**config.mk**
```make
export PLATFORM = sky130hd
export DESIGN_NAME = date_edit_sequencer
export DESIGN_NICKNAME = d
export VERILOG_FILES = /design/src/rtl/date_edit_sequencer.sv
export SDC_FILE = /design/constraint.sdc
export NUM_CORES = 1
export LEC_CHECK = 0
export BUFFER_PORTS_ARGS = -buffer_cell sky130_fd_sc_hd__buf_2
export CAP_MARGIN = 20
export CORE_MARGIN = 10
export CORE_UTILIZATION = 40
export CTS_CLUSTER_DIAMETER = 150
export DETAILED_ROUTE_END_ITERATION = 8
export GPL_TIMING_DRIVEN = 0
export HOLD_SLACK_MARGIN = 0.1
export MAX_ROUTING_LAYER = met4
export PLACE_DENSITY_LB_ADDON = 0.08
export RECOVER_POWER = 100
export SYNTH_ARGS = -nofsm -noshare
export SYNTH_HDL_FRONTEND = slang
export SYNTH_SLANG_ARGS = --single-unit
```
**constraint.sdc**
```tcl
create_clock -name clk -period 3 [get_ports clk]
set_input_delay 0.3 -clock clk [delete_from_list [all_inputs] [get_ports clk]]
set_output_delay 0.3 -clock clk [all_outputs]
set_load 0.005 [all_outputs]
```
**src/rtl/date_edit_sequencer.sv**
```systemverilog
// rtl/date_edit_sequencer.sv - panel button sequencer for month/day/year edit; `DATE_EDIT_AUTOREPEAT_EN enables held-button auto-repeat
module date_edit_sequencer #(
    parameter int TIMEOUT_MS      = 10000,
    parameter int REPEAT_DELAY_MS = 500,
    parameter int REPEAT_RATE_MS  = 100,
    parameter int BLINK_MS        = 250
) (
    input  logic       clk,
    input  logic       rst,
    input  logic       tick_ms,
    input  logic       btn_mode,
    input  logic       btn_up,
    input  logic       btn_down,
    output logic [1:0] en,
    output logic       aumento,
    output logic       disminuye,
    output logic       wr_commit,
    output logic       timeout_abort,
    output logic       editing,
    output logic       blink
);

    localparam int TO_W = $clog2(TIMEOUT_MS) + 1;
    localparam int BL_W = $clog2(BLINK_MS) + 1;
    localparam logic [TO_W-1:0] TO_LAST = TO_W'(TIMEOUT_MS - 1);
    localparam logic [BL_W-1:0] BL_LAST = BL_W'(BLINK_MS - 1);

    typedef enum logic [1:0] {RUN, EDIT, COMMIT} state_t;

    state_t          state, state_n;
    logic            mode_prev, up_prev, down_prev;
    logic            mode_rise, up_rise, down_rise, any_held;
    logic [TO_W-1:0] inact, inact_n;
    logic [BL_W-1:0] blink_cnt, blink_cnt_n;
    logic [1:0]      en_n;
    logic            aum_n, dis_n, wrc_n, abort_n, blink_n;
    logic            rep_up, rep_down;

    assign mode_rise = btn_mode & ~mode_prev;
    assign up_rise   = btn_up & ~up_prev;
    assign down_rise = btn_down & ~down_prev;
    assign any_held  = btn_mode | btn_up | btn_down;

`ifdef DATE_EDIT_AUTOREPEAT_EN
    localparam int HOLD_MAX = (REPEAT_DELAY_MS > REPEAT_RATE_MS) ? REPEAT_DELAY_MS : REPEAT_RATE_MS;
    localparam int HOLD_W   = $clog2(HOLD_MAX) + 1;

    logic [HOLD_W-1:0] hold_cnt, hold_last;
    logic              rep_phase, one_held, hold_run, rep_fire;

    // First threshold is the initial delay; after the first repeat the rate applies.
    assign one_held  = btn_up ^ btn_down;
    assign hold_run  = (state == EDIT) && one_held && !mode_rise;
    assign hold_last = rep_phase ? HOLD_W'(REPEAT_RATE_MS - 1) : HOLD_W'(REPEAT_DELAY_MS - 1);
    assign rep_fire  = hold_run && tick_ms && (hold_cnt == hold_last);
    assign rep_up    = rep_fire & btn_up;
    assign rep_down  = rep_fire & btn_down;

    always_ff @(posedge clk) begin
        if (rst || !hold_run) begin
            hold_cnt  <= '0;
            rep_phase <= 1'b0;
        end else if (tick_ms) begin
            if (hold_cnt == hold_last) begin
                hold_cnt  <= '0;
                rep_phase <= 1'b1;
            end else begin
                hold_cnt <= hold_cnt + 1'b1;
            end
        end
    end
`else
    assign rep_up   = 1'b0;
    assign rep_down = 1'b0;
`endif

    always_comb begin
        state_n     = state;
        en_n        = en;
        aum_n       = 1'b0;
        dis_n       = 1'b0;
        wrc_n       = 1'b0;
        abort_n     = 1'b0;
        blink_n     = blink;
        inact_n     = inact;
        blink_cnt_n = blink_cnt;
        case (state)
            RUN: begin
                en_n        = 2'd0;
                blink_n     = 1'b0;
                inact_n     = '0;
                blink_cnt_n = '0;
                if (mode_rise) begin
                    state_n = EDIT;
                    en_n    = 2'd1;
                    blink_n = 1'b1;
                end
            end
            EDIT: begin
                // A held button covers the rise cycle too, so a coincident tick never counts.
                if (any_held)
                    inact_n = '0;
                else if (tick_ms)
                    inact_n = inact + 1'b1;
                if (tick_ms) begin
                    if (blink_cnt == BL_LAST) begin
                        blink_cnt_n = '0;
                        blink_n     = ~blink;
                    end else begin
                        blink_cnt_n = blink_cnt + 1'b1;
                    end
                end
                if (mode_rise) begin
                    if (en == 2'd3) begin
                        state_n = COMMIT;
                        wrc_n   = 1'b1;
                        blink_n = 1'b0;
                    end else begin
                        en_n = en + 2'd1;
                    end
                end else if (!any_held && tick_ms && inact == TO_LAST) begin
                    state_n = RUN;
                    en_n    = 2'd0;
                    abort_n = 1'b1;
                    blink_n = 1'b0;
                end else begin
                    aum_n = (up_rise | rep_up) & ~btn_down;
                    dis_n = (down_rise | rep_down) & ~btn_up;
                end
            end
            default: begin
                state_n = RUN;
                en_n    = 2'd0;
                blink_n = 1'b0;
            end
        endcase
    end

    always_ff @(posedge clk) begin
        if (rst) begin
            state         <= RUN;
            en            <= 2'd0;
            aumento       <= 1'b0;
            disminuye     <= 1'b0;
            wr_commit     <= 1'b0;
            timeout_abort <= 1'b0;
            editing       <= 1'b0;
            blink         <= 1'b0;
            inact         <= '0;
            blink_cnt     <= '0;
            mode_prev     <= 1'b1;
            up_prev       <= 1'b1;
            down_prev     <= 1'b1;
        end else begin
            state         <= state_n;
            en            <= en_n;
            aumento       <= aum_n;
            disminuye     <= dis_n;
            wr_commit     <= wrc_n;
            timeout_abort <= abort_n;
            editing       <= (state_n == EDIT);
            blink         <= blink_n;
            inact         <= inact_n;
            blink_cnt     <= blink_cnt_n;
            mode_prev     <= btn_mode;
            up_prev       <= btn_up;
            down_prev     <= btn_down;
        end
    end

endmodule
```
# Word level (Yosys, flattened, before mapping)
# Index checks and enable logic that the tools add are counted.
word_totals:
  register_bits: 37
  input_bits: 6
  output_inout_bits: 8
  word_cells: 76
op_classes:
  add_sub_neg: 3
  n_eq_ne: 9
  n_mux: 25
  bitwise: 15
  n_reduce_logical: 11
ops:
  columns: ["op", "count"]
  rows:
  - ["15-bit two-way mux", 2]
  - ["15-bit one-hot mux with 2 select lines", 1]
  - ["9-bit two-way mux", 2]
  - ["9-bit one-hot mux with 2 select lines", 1]
  - ["15-bit by 1-bit adder with 15-bit output (second input constant)", 1]
  - ["15-bit by 14-bit == test with 1-bit output (second input constant)", 1]
  - ["2-bit two-way mux", 7]
  - ["9-bit by 1-bit adder with 9-bit output (second input constant)", 1]
  - ["9-bit by 8-bit == test with 1-bit output (second input constant)", 1]
  - ["1-bit two-way mux", 9]
  - ["3-bit inequality test (second input constant)", 3]
  - ["1-bit NOT", 8]
  - ["2-bit one-hot mux with 2 select lines", 2]
  - ["2-bit AND reduction", 3]
  - ["3-bit OR reduction", 2]
  - ["1-bit bitwise AND", 5]
  - ["2-bit by 1-bit == test with 1-bit output (second input constant)", 2]
  - ["4-bit OR reduction", 1]
  - ["2-bit by 1-bit adder with 2-bit output (second input constant)", 1]
  - ["2-bit == test (second input constant)", 1]
  - ["1-bit logical AND", 2]
  - ["2-bit logical NOT", 1]
  - ["2-bit inequality test (second input constant)", 1]
  - ["1-bit OR", 2]
  - ["3 further kinds", 3]

# Depth between registers and ports, before layout
# Gate-level depths: netlist (run 1).
logic_depth:
  ltp_word: 9
  mapped_depth: 7
  depth_no_buf: 6

# Worst setup path before layout (run 1)
# OpenSTA, ideal clock, no wires.
synth_path:
  path_type: "input to register"
  start: "input port btn_mode"
  end: "register inact[14]"
  setup_ns: 0.074
  t_arrival_ns: 1.570
  t_required_ns: 2.926
  path_slack_ns: 1.356
  stages: 4
  path_buffers: 0
  cell_sequence: "or3_1 > or2_4 > or4_1 > a31oi_1"
synth_via:
  elab_chain_len: 4
  elab_cells_between_ends: 6
  cone_classes: "eq/ne: 1; mux: 2; bitwise: 2; reduce/logical: 1"
synth_rtl:
  columns: ["item", "line_no", "rtl"]
  rows:
  - ["start, declared", "11", "input logic btn_mode,"]
  - ["1-bit OR (*) (2 in series)", "42", "assign any_held = btn_mode | btn_up | btn_down;"]
  - ["15-bit two-way mux or 3-bit inequality test (tied branches)", null, null]
  - ["15-bit one-hot mux with 2 select lines or 2-bit AND reduction (tied branches)", null, null]
  - ["end signal, assigned", "163", "inact <= inact_n;"]
  - ["end, declared", "33", "logic [TO_W-1:0] inact, inact_n;"]
# Mark *: on every way between the ends. The rest lies on a longest branch, timed or not.
# A chain may end at the register's enable or synchronous reset.

# Worst setup path after layout (run 1)
layout_path:
  start: "register state[0]"
  end: "register inact[14]"
layout_via:
  elab_chain_len: 3
  elab_cells_between_ends: 6
  cone_classes: "eq/ne: 2; mux: 1; reduce/logical: 3"
layout_rtl:
  columns: ["item", "line_no", "rtl"]
  rows:
  - ["start, declared", "30", "state_t state, state_n;"]
  - ["start signal, assigned", "155", "state <= state_n;"]
  - ["2-bit by 1-bit == test with 1-bit output or 2-bit logical NOT (tied branches)", "87", "case (state)"]
  - ["3-bit inequality test (no line) or 2-bit nonzero test (tied branches)", null, null]
  - ["2-bit AND reduction (no line)", null, null]
# Several ways; a longest one is shown, not always the timed one.

==> results of run 1 <==
stage by stage:
step | power [mW] | hold WS [ps] | worst slack, ps
floorplan | 0.534 | 407 | 1360
detailed placement | 0.549 | 469 | 998
finish | 0.854 | 239 | 670
global route | 0.895 | 248 | 560
global placement | 0.548 | 461 | 1030
CTS | 0.870 | 228 | 1150
registers in the layout, indices dropped and copies added (netlist names), 2 cells and up:
| register | cells |
|---|---|
| inact | 15 |
| en | 2 |
| state | 2 |
| blink_cnt | 9 |
logic make-up (layout without fill, tap and decap cells):
| group | after synthesis | count (layout) | share of synthesized area, % |
|---|---|---|---|
| and+or+nand+nor | 93 | 93 | 29.2 |
| AOI/OAI and AO/OA | 64 | 64 | 22.6 |
| DFF | 37 | 37 | 41.2 |
| buffers and inverters | 14 | 32 | 3.27 |
| adders and majority gates | 4 | 4 | 2.78 |
| xor gates and xnor gates | 2 | 2 | 0.974 |
worst max-delay path by stage:
| stage | start | to | depth (start not counted) |
|---|---|---|---|
| after floorplan | btn_mode | inact[14]$_SDFFE_PP0P_ | 4 |
| after global placement | btn_mode | inact[7]$_SDFFE_PP0P_ | 7 |
| after detailed placement | btn_mode | inact[11]$_SDFFE_PP0P_ | 7 |
| after CTS | state[1]$_SDFF_PP0_ | inact[14]$_SDFFE_PP0P_ | 4 |
| after global routing | state[0]$_SDFF_PP0_ | inact[14]$_SDFFE_PP0P_ | 5 |
| final | state[0]$_SDFF_PP0_ | inact[14]$_SDFFE_PP0P_ | 5 |
synthesized netlist by cell type, drive strengths merged, types with 4 or more instances:
cell type  number  area share, %
nand2b          7            2.4
or2             7            2.6
buf             4            1.1
nand3           8            2.2
ha              4            2.8
inv             4           0.83
o21ai          14            3.9
and3            5            1.7
nor3            7            1.9
or3             6            2.1
nor2           13            2.7
dfxtp          37             41
a31oi           4            1.4
or4             5            2.1
a311oi          7            3.4
a211oi          4            1.7
a21oi          21            5.8
nand2          18            3.8
clkbuf          6            1.3
layer usage:
layer | track usage, % | vias to the layer above | share of wire (%)
li1 | - | 848 | -
met1 | 14.6 | 795 | 46
met2 | 19.8 | 47 | 47
met3 | 3.37 | 11 | 5.4
met4 | 5.01 | 0 | 1.8
met5 | - | - | 0
cells in the final DEF, fill, tap and decap left out, drive strengths merged, types with 3 or more instances in the layout:
| cell | instances |
|---|---|
| o211ai | 3 |
| nand3 | 8 |
| or4 | 5 |
| nor2 | 13 |
| or2 | 7 |
| or3 | 6 |
| a311oi | 7 |
| a21oi | 21 |
| buf | 7 |
| nor4bb | 3 |
| inv | 4 |
| and3 | 5 |
| nor3 | 7 |
| ha | 4 |
| a211oi | 4 |
| o21ai | 14 |
| nand2 | 18 |
| dfxtp | 37 |
| nand4 | 3 |
| nand2b | 7 |
| a31oi | 4 |
| clkbuf | 20 |
| and4 | 3 |
| o2111ai | 3 |
layout make-up:
class	instances	share of cell area [%]
multi-input cells	163	50.2
flip-flops and latches	37	37.4
clock buffers	5	3.48
well taps	52	3.29
repair buffers	12	2.59
plain buffers	10	2.02
inverters	4	0.759
clock inverters	1	0.253
where the power goes:
group	total (mW)	leakage, nW	switching [mW]	internal, mW
registers	0.498	0.299	0.00189	0.496
clock network	0.317	0.0399	0.165	0.153
logic	0.0394	0.242	0.0264	0.0129
==> summary.json, run 1 <==
{
  "run_status": "complete, no violations",
  "yosysUniqueCellTypes": 42,
  "cts.reportedPaths.clkPinSlew_ps": 70,
  "slew_headroom_pct": 58.9,
  "placementRows": 24,
  "design.core.area_um2": 4350,
  "detail_route.vias_per_cell": 5.99,
  "cpLargestDelayFamily": "simple AND/OR/NAND/NOR gates",
  "wl_per_cell_um": 15.9,
  "transition_time_at_the_pin_with_the_least_slew_margin_ps": 610,
  "num-nets-final": 243,
  "global_route.usage.total_pct": 12.5,
  "fillers": 424,
  "syn_area_per_cell_um2": 8.40,
  "initial_antenna_violation_count": 0,
  "post_synth_inst_count": 214,
  "timing.final.crit_share_pct": 77.7,
  "cts_inserted_buffers": 5,
  "dp.cells": 278,
  "synth-edff-count": 0,
  "r2r-start": "state[0]$_SDFF_PP0_",
  "total_cell_area_at_the_placement_stage_um2": 1920,
  "fp.dieH_um": 87.0,
  "number_of_cell_instances_on_the_worst_register_to_register_path": 5,
  "max_stage_delay_ps": 550,
  "wl_mm": 4.51,
  "p_per_area_nw_per_um2": 432,
  "antenna_violating_nets_post_route": 0,
  "cts.sink_count": 37,
  "worst_clock_skew_ps": 7.46,
  "ys_seq_area_share_pct": 41.2,
  "buffers_on_ports": 12,
  "worstSkewPairLatency_ps": 280,
  "synth.cell_area_um2": 1800,
  "die_x_um": 87.0,
  "floorplan.initialDensity_pct": 41.3,
  "hold_depth": 2,
  "worst_ep_arrival_time_ps": 2550,
  "syn-num-nets": 224,
  "cts_setup_buffers": 0,
  "first_global_vias": 1639,
  "cts-resized-gates": 0,
  "dpl_wire_length_mm": 3.29,
  "setup.worst_path.class": "reg2reg",
  "critPathSlowestCell": "sky130_fd_sc_hd__or4_1",
  "hold_buffers": 0,
  "ctsHtreeMaxLevel": 2,
  "async_reset_ff_share_pct": 0,
  "gr-total-overflow": 0,
  "fp.dieArea_um2": 7580,
  "ant_diodes": 0,
  "cap_violations": 0,
  "startpoint_type": "flop",
  "post-route-util_pct": 45.4,
  "fin_setup_tns_ps": 0,
  "synth_flop_cell": "sky130_fd_sc_hd__dfxtp_1",
  "place.gp.congestion": 0.806,
  "rsz0062_at_grt": "false",
  "total_leakage_power_nw": 0.581,
  "worstReg2RegEnd": "inact[14]$_SDFFE_PP0P_",
  "pin_count_of_the_biggest_net_entering_global_routing": 11,
  "reg_to_reg_slack_setup_ps": 670,
  "seq_area_um2": 741,
  "timing.critical_path.fanout_max": 10,
  "worstPathBufferInverterCount": 1,
  "worstHoldStart": "btn_mode",
  "required_ps": 3220,
  "timing.critical_path.cells": "clkbuf_1 > nand3b_1 > or2_0 > or4_1 > a31oi_1",
  "fraction_of_layout_cells_with_a_size_suffix_above_1_pct": 8.62,
  "yosysWarnings": 0,
  "tritoncts": "built",
  "slew_viol_final": 0,
  "min_delay_worst_endpoint": "mode_prev$_SDFF_PP1_",
  "dr_total_vias": 1701,
  "drt_first_pass_iters": 6,
  "max-vdd-ir-drop_uv": 180,
  "boundaryPins": 14,
  "worst_setup_path_end_kind": "flop",
  "wire_length_of_the_first_global_routing_pass_mm": 7.51,
  "areaGrowthSynthToFinish_pct": 10.0,
  "max_freq_mhz": 429,
  "report.final.hold_viol_count": 0,
  "period_minus_slack_ps": 2330,
  "flops_latches_synth": 37,
  "final_cell_count_no_fill": 284,
  "first_iter_violations": 104,
  "clock_path_buffers": 2,
  "min-delay-path-class": "in2reg",
  "multiInputGateArea_um2": 992,
  "final_design_area_no_fill_um2": 1980,
  "drcViolationCount": 0,
  "setup_viol_count_final": 0,
  "clk_root_buffer_cell": "sky130_fd_sc_hd__clkbuf_8"
}
Power figures use the tool's default switching activity.
==> inputs of run 2 (changes only) <==
==> constraint.sdc (replaced) <==
create_clock -name clk -period 2.3 [get_ports clk]
set_input_delay 0.23 -clock clk [delete_from_list [all_inputs] [get_ports clk]]
set_output_delay 0.23 -clock clk [all_outputs]
set_load 0.005 [all_outputs]
==> summary.json, run 2 (synthesis gave the netlist of run 1 again) <==
{
  "number_of_cell_instances_on_the_worst_register_to_register_path": {"value": 6, "change": "+1"},
  "worstSkewPairLatency": {"value": 280, "unit": "ps", "change": "about the same"},
  "worst_setup_path_end_kind": "flop",
  "drcViolationCount": {"value": 0, "change": "unchanged"},
  "setup.worst_path.class": "in2reg",
  "worstReg2RegEnd": "inact[7]$_SDFFE_PP0P_",
  "design.core.area": {"value": 4350, "unit": "um^2", "change": "unchanged"},
  "fraction_of_layout_cells_with_a_size_suffix_above_1": {"value": 9.48, "unit": "%", "change": "+0.86 points"},
  "ctsHtreeMaxLevel": {"value": 2, "change": "unchanged"},
  "run_status": "complete, no violations",
  "min-delay-path-class": "in2reg",
  "wire_length_of_the_first_global_routing_pass": {"value": 7.51, "unit": "mm", "change": "unchanged"},
  "min_delay_worst_endpoint": "up_prev$_SDFF_PP1_",
  "worstHoldStart": "btn_up",
  "finalPower": {"value": 1.11, "unit": "mW", "change": "+30%"},
  "worst_clock_skew": {"value": 7.46, "unit": "ps", "change": "unchanged"},
  "buffers_on_ports": {"value": 12, "change": "unchanged"},
  "place.gp.congestion": {"value": 0.806, "change": "unchanged"},
  "largest_reg_flops": {"value": 15, "change": "unchanged"},
  "timing.final.crit_share_pct": 85.1,
  "max_freq_mhz": 511,
  "drt_first_pass_iters": {"value": 4, "change": "-2"},
  "reg_to_reg_slack_setup": {"value": 410, "unit": "ps", "change": "-260 ps"},
  "mostFrequentLayoutCell": "sky130_fd_sc_hd__dfxtp_1",
  "cts.reportedPaths.clkPinSlew": {"value": 70, "unit": "ps", "change": "about the same"},
  "timing.critical_path.cells": "clkbuf_1 > or3_1 > buf_2 > o21ai_0 > clkbuf_1 > o21ai_0 > a21oi_1",
  "num-nets-final": {"value": 243, "change": "unchanged"},
  "startpoint_type": "input pin",
  "post-route-util": {"value": 45.6, "unit": "%", "change": "+0.14 points"},
  "r2r-start": "state[0]$_SDFF_PP0_",
  "gr-total-overflow": {"value": 0, "change": "unchanged"},
  "die_x": {"value": 87.0, "unit": "um", "change": "unchanged"},
  "final_cell_count_no_fill": {"value": 284, "change": "unchanged"},
  "fp.dieArea": {"value": 7580, "unit": "um^2", "change": "unchanged"},
  "wl_per_cell": {"value": 15.8, "unit": "um", "change": "-0.42%"},
  "seq_area": {"value": 741, "unit": "um^2", "change": "unchanged"},
  "transition_time_at_the_pin_with_the_least_slew_margin": {"value": 628, "unit": "ps", "change": "+17.7 ps"},
  "first_global_vias": {"value": 1639, "change": "unchanged"},
  "dp.cells": {"value": 278, "change": "unchanged"},
  "hold_depth": {"value": 2, "change": "unchanged"},
  "floorplan.initialDensity": {"value": 41.3, "unit": "%", "change": "unchanged"},
  "pin_count_of_the_biggest_net_entering_global_routing": {"value": 11, "change": "unchanged"},
  "detail_route.vias_per_cell": {"value": 5.94, "change": "-0.88%"},
  "fin_setup_tns": {"value": 0, "unit": "ps", "change": "unchanged"},
  "max_stage_delay": {"value": 540, "unit": "ps", "change": "about the same"},
  "cts_inserted_buffers": {"value": 5, "change": "unchanged"},
  "clock_path_buffers": {"value": 2, "change": "unchanged"},
  "period_minus_slack_ps": 1960,
  "hold_buffers": {"value": 0, "change": "unchanged"},
  "final.setup.worst_slack": {"value": 343, "unit": "ps", "change": "-327 ps"},
  "fillers": {"value": 421, "change": "-0.71%"},
  "slew_headroom": {"value": 57.7, "unit": "%", "change": "-1.2 points"},
  "cts-resized-gates": {"value": 0, "change": "unchanged"},
  "total_leakage_power": {"value": 0.585, "unit": "nW", "change": "+0.78%"},
  "boundaryPins": {"value": 14, "change": "unchanged"},
  "layout.cells.most_common_list": "sky130_fd_sc_hd__dfxtp_1 (37), sky130_fd_sc_hd__a21oi_1 (21), sky130_fd_sc_hd__nand2_1 (18)",
  "timing.critical_path.fanout_max": {"value": 10, "change": "unchanged"},
  "placementRows": {"value": 24, "change": "unchanged"},
  "worst_ep_arrival_time": {"value": 2170, "unit": "ps", "change": "-380 ps"},
  "final_design_area_no_fill": {"value": 1980, "unit": "um^2", "change": "+0.32%"},
  "wl": {"value": 4.49, "unit": "mm", "change": "-0.42%"},
  "p_per_area": {"value": 562, "unit": "nW/um^2", "change": "+30%"},
  "dpl_wire_length": {"value": 3.29, "unit": "mm", "change": "unchanged"},
  "slew_viol_final": {"value": 0, "change": "unchanged"},
  "report.final.hold_viol_count": {"value": 0, "change": "unchanged"},
  "max-vdd-ir-drop": {"value": 235, "unit": "uV", "change": "+30%"},
  "worst_setup_slack_before_clock_tree_synthesis": {"value": 368, "unit": "ps", "change": "-630 ps"},
  "critPathSlowestCell": "sky130_fd_sc_hd__o21ai_0",
  "total_cell_area_at_the_placement_stage": {"value": 1920, "unit": "um^2", "change": "unchanged"},
  "cts.sink_count": {"value": 37, "change": "unchanged"},
  "first_iter_violations": {"value": 103, "change": "-0.96%"},
  "multiInputGateArea": {"value": 998, "unit": "um^2", "change": "+0.63%"},
  "dr_total_vias": {"value": 1686, "change": "-0.88%"},
  "layout_top_registers": "inact (15), blink_cnt (9)",
  "required": {"value": 2510, "unit": "ps", "change": "-710 ps"},
  "cts_setup_buffers": {"value": 0, "change": "unchanged"},
  "areaGrowthSynthToFinish_pct": 10.4,
  "antenna_violating_nets_post_route": {"value": 0, "change": "unchanged"},
  "setup_viol_count_final": {"value": 0, "change": "unchanged"},
  "rsz0062_at_grt": "false",
  "global_route.usage.total": {"value": 12.5, "unit": "%", "change": "unchanged"},
  "ant_diodes": {"value": 0, "change": "unchanged"},
  "fin_hold_ws": {"value": 190, "unit": "ps", "change": "-49.3 ps"},
  "initial_antenna_violation_count": {"value": 0, "change": "unchanged"},
  "clk_root_buffer_cell": "sky130_fd_sc_hd__clkbuf_8",
  "fp.dieH": {"value": 87.0, "unit": "um", "change": "unchanged"},
  "cap_violations": {"value": 0, "change": "unchanged"},
  "tritoncts": "built",
  "largest_register_by_flop_count": "inact"
}
run 2: cell count changes in the layout (fill, tap and decap cells not counted):
cell	before	now
sky130_fd_sc_hd__nand3b_1	2	1
sky130_fd_sc_hd__nand3b_2	0	1
sky130_fd_sc_hd__or2_0	1	0
sky130_fd_sc_hd__or2_4	0	1
sky130_fd_sc_hd__o21ai_1	1	0
sky130_fd_sc_hd__o21ai_0	13	14
run 2: area by class of cell:
cell class / count / share of cell area [%]
clock inverters: 1 / 0.252
plain buffers: 10 / 2.08
well taps: 52 / 3.28
clock buffers: 5 / 3.47
multi-input cells: 163 / 50.3
repair buffers: 12 / 2.52
inverters: 4 / 0.757
flip-flops and latches: 37 / 37.3
run 2: worst max path at each step:
stage,start,endpoint,slack [ps],cells past startpoint
2_1_floorplan,state[1]$_SDFF_PP0_,inact[14]$_SDFFE_PP0P_,690,4
3_3_place_gp,btn_mode,inact[7]$_SDFFE_PP0P_,400,7
3_5_place_dp,btn_mode,inact[11]$_SDFFE_PP0P_,370,7
4_1_cts,state[1]$_SDFF_PP0_,inact[14]$_SDFFE_PP0P_,450,4
5_1_grt,btn_mode,inact[3]$_SDFFE_PP0P_,190,7
6_report,btn_mode,inact[7]$_SDFFE_PP0P_,340,7
run 2: where the power goes:
part | total [mW] | leakage (nW) | switching (mW) | internal (mW)
combinational | 0.0517 | 0.246 | 0.0346 | 0.0172
sequential | 0.649 | 0.299 | 0.00244 | 0.647
clock | 0.414 | 0.0399 | 0.215 | 0.199
run 2: critical path: cells and delay by family:
kind | cells | cell delay, ps
AOI/OAI and AO/OA | 3 | 840
buffers and inverters | 3 | 700
and+or+nand+nor | 1 | 400
run 2: per-layer routing:
layer  routed length (um)  GRT usage [%]
met1                 2060           14.6
met2                 2120           19.8
met3                  231           3.37
met4                   76           5.01
met5                    0              -
==> inputs of run 3 (changes only) <==
==> constraint.sdc (replaced) <==
create_clock -name clk -period 2.5 [get_ports clk]
set_input_delay 0.25 -clock clk [delete_from_list [all_inputs] [get_ports clk]]
set_output_delay 0.25 -clock clk [all_outputs]
set_load 0.005 [all_outputs]
==> summary.json, run 3 (synthesis gave the netlist of run 1 again) <==
{
  "worst_setup_slack_before_clock_tree_synthesis": {"value": 548, "unit": "ps", "change": "+180 ps"},
  "fp.dieArea": {"value": 7580, "unit": "um^2", "change": "unchanged"},
  "power.switching_fraction": {"value": 22.6, "unit": "%", "change": "about the same"},
  "fillers": {"value": 423, "change": "+0.48%"},
  "cts_inserted_buffers": {"value": 5, "change": "unchanged"},
  "fraction_of_layout_cells_with_a_size_suffix_above_1": {"value": 9.91, "unit": "%", "change": "+0.43 points"},
  "cts_setup_buffers": {"value": 0, "change": "unchanged"},
  "cap_violations": {"value": 0, "change": "unchanged"},
  "setup_viol_count_final": {"value": 0, "change": "unchanged"},
  "first_iter_violations": {"value": 109, "change": "+5.8%"},
  "dpl_wire_length": {"value": 3.29, "unit": "mm", "change": "unchanged"},
  "setup.worst_path.class": "reg2reg",
  "worst_setup_path_end_kind": "flop",
  "dr_total_vias": {"value": 1696, "change": "+0.59%"},
  "layout.cells.most_common_list": "sky130_fd_sc_hd__dfxtp_1 (37), sky130_fd_sc_hd__a21oi_1 (21), sky130_fd_sc_hd__nand2_1 (18)",
  "initial_antenna_violation_count": {"value": 0, "change": "unchanged"},
  "power.combinational.fraction": {"value": 4.7, "unit": "%", "change": "about the same"},
  "required": {"value": 2720, "unit": "ps", "change": "+210 ps"},
  "global_route.usage.total": {"value": 12.5, "unit": "%", "change": "unchanged"},
  "transition_time_at_the_pin_with_the_least_slew_margin": {"value": 582, "unit": "ps", "change": "-46.2 ps"},
  "final_design_area_no_fill": {"value": 1990, "unit": "um^2", "change": "about the same"},
  "fin_setup_tns": {"value": 0, "unit": "ps", "change": "unchanged"},
  "layout_top_registers": "inact (15), blink_cnt (9)",
  "register_share_of_total_power": {"value": 58.2, "unit": "%", "change": "about the same"},
  "cts.sink_count": {"value": 37, "change": "unchanged"},
  "cell_internal_pwr": {"value": 0.794, "unit": "mW", "change": "-8.0%"},
  "total_cell_area_at_the_placement_stage": {"value": 1920, "unit": "um^2", "change": "unchanged"},
  "boundaryPins": {"value": 14, "change": "unchanged"},
  "timing.critical_path.fanout_max": {"value": 10, "change": "unchanged"},
  "place.gp.congestion": {"value": 0.806, "change": "unchanged"},
  "multiInputGateArea": {"value": 998, "unit": "um^2", "change": "unchanged"},
  "rsz0062_at_grt": "false",
  "ant_diodes": {"value": 0, "change": "unchanged"},
  "ctsHtreeMaxLevel": {"value": 2, "change": "unchanged"},
  "final.setup.worst_slack": {"value": 426, "unit": "ps", "change": "+82.4 ps"},
  "placementRows": {"value": 24, "change": "unchanged"},
  "switchingPower": {"value": 0.231, "unit": "mW", "change": "-8.1%"},
  "post-route-util": {"value": 45.6, "unit": "%", "change": "about the same"},
  "max-vdd-ir-drop": {"value": 216, "unit": "uV", "change": "-8.0%"},
  "seq_area": {"value": 741, "unit": "um^2", "change": "unchanged"},
  "cts.reportedPaths.clkPinSlew": {"value": 70, "unit": "ps", "change": "about the same"},
  "clockPowerShare": {"value": 37.1, "unit": "%", "change": "about the same"},
  "p_per_area": {"value": 516, "unit": "nW/um^2", "change": "-8.1%"},
  "timing.critical_path.cells": "clkbuf_1 > nand3b_2 > or2_4 > or4_1 > a31oi_1",
  "timing.final.crit_share_pct": 83.0,
  "run_status": "complete, no violations",
  "gr-total-overflow": {"value": 0, "change": "unchanged"},
  "worstPathBufferInverterCount": {"value": 1, "change": "-2"},
  "fp.dieH": {"value": 87.0, "unit": "um", "change": "unchanged"},
  "pin_count_of_the_biggest_net_entering_global_routing": {"value": 11, "change": "unchanged"},
  "clock_path_buffers": {"value": 2, "change": "unchanged"},
  "clk_root_buffer_cell": "sky130_fd_sc_hd__clkbuf_8",
  "min-delay-path-class": "in2reg",
  "largest_reg_flops": {"value": 15, "change": "unchanged"},
  "die_x": {"value": 87.0, "unit": "um", "change": "unchanged"},
  "finalPower": {"value": 1.03, "unit": "mW", "change": "-8.0%"},
  "first_global_vias": {"value": 1639, "change": "unchanged"},
  "period_minus_slack_ps": 2070,
  "antenna_violating_nets_post_route": {"value": 0, "change": "unchanged"},
  "startpoint_type": "flop",
  "slew_viol_final": {"value": 0, "change": "unchanged"},
  "wire_length_of_the_first_global_routing_pass": {"value": 7.51, "unit": "mm", "change": "unchanged"},
  "critPathSlowestCell": "sky130_fd_sc_hd__or4_1",
  "wl": {"value": 4.48, "unit": "mm", "change": "-0.22%"},
  "total_leakage_power": {"value": 0.589, "unit": "nW", "change": "+0.52%"},
  "num-nets-final": {"value": 243, "change": "unchanged"},
  "worst_ep_arrival_time": {"value": 2290, "unit": "ps", "change": "+120 ps"},
  "drcViolationCount": {"value": 0, "change": "unchanged"},
  "areaGrowthSynthToFinish": {"value": 10.4, "unit": "%", "change": "about the same"},
  "drt_first_pass_iters": {"value": 5, "change": "+1"},
  "max_freq_mhz": 482,
  "tritoncts": "built",
  "cpLargestDelayFamily": "simple AND/OR/NAND/NOR gates",
  "worst_clock_skew": {"value": 7.57, "unit": "ps", "change": "+0.105 ps"},
  "cts-resized-gates": {"value": 0, "change": "unchanged"},
  "worstSkewPairLatency": {"value": 280, "unit": "ps", "change": "about the same"},
  "hold_buffers": {"value": 0, "change": "unchanged"},
  "max_stage_delay": {"value": 520, "unit": "ps", "change": "-20 ps"},
  "largest_register_by_flop_count": "inact",
  "buffers_on_ports": {"value": 12, "change": "unchanged"},
  "floorplan.initialDensity": {"value": 41.3, "unit": "%", "change": "unchanged"},
  "report.final.hold_viol_count": {"value": 0, "change": "unchanged"},
  "wl_per_cell": {"value": 15.8, "unit": "um", "change": "-0.22%"},
  "slew_headroom": {"value": 60.8, "unit": "%", "change": "+3.1 points"},
  "design.core.area": {"value": 4350, "unit": "um^2", "change": "unchanged"},
  "detail_route.vias_per_cell": {"value": 5.97, "change": "+0.59%"},
  "mostFrequentLayoutCell": "sky130_fd_sc_hd__dfxtp_1"
}
==> run 3: final timing paths <==
kind | startpoint | slack, ps | to | cells after the start
worst min-delay path | btn_mode | 190 | mode_prev$_SDFF_PP1_ | 2
worst min register to register | up_prev$_SDFF_PP1_ | 480 | aumento$_SDFF_PP0_ | 3
worst max register to register | state[0]$_SDFF_PP0_ | 430 | inact[14]$_SDFFE_PP0P_ | 5
worst max-delay path | state[0]$_SDFF_PP0_ | 430 | inact[14]$_SDFFE_PP0P_ | 5
==> run 3: routing by layer <==
metal / vias up / GRT usage [%] / part of all wire (%)
met5: - / - / 0
met4: 0 / 5.01 / 1.7
met3: 9 / 3.37 / 4.2
met2: 33 / 19.8 / 48
met1: 805 / 14.6 / 47
li1: 849 / - / -
==> run 3: metrics by stage <==
step / instances / hold WS, ps
final: 284 / 190
after global routing: 284 / 198
after CTS: 284 / 178
after detailed placement: 278 / 469
after global placement: 278 / 461
after floorplan: 214 / 357
==> run 3: power by group through the flow <==
stage,combinational [mW],clock [mW],sequential (mW)
after CTS,0.0489,0.398,0.597
after global routing,0.0536,0.423,0.597
after floorplan,0.0303,0,0.610
final,0.0478,0.380,0.597
after global placement,0.0472,0,0.610
after detailed placement,0.0486,0,0.611
==> run 3: final cells by class <==
| cell class | instances | share of cell area (%) |
|---|---|---|
| inverters | 4 | 0.756 |
| multi-input cells | 163 | 50.3 |
| clock inverters | 1 | 0.252 |
| plain buffers | 10 | 2.08 |
| clock buffers | 5 | 3.47 |
| repair buffers | 12 | 2.58 |
| well taps | 52 | 3.28 |
| flip-flops and latches | 37 | 37.3 |
==> run 3: worst reg2reg max path: stages (launching register included) <==
cell	delay, ps
sky130_fd_sc_hd__dfxtp_1	310
sky130_fd_sc_hd__clkbuf_1	360
sky130_fd_sc_hd__nand3b_2	310
sky130_fd_sc_hd__or2_4	350
sky130_fd_sc_hd__or4_1	520
sky130_fd_sc_hd__a31oi_1	160
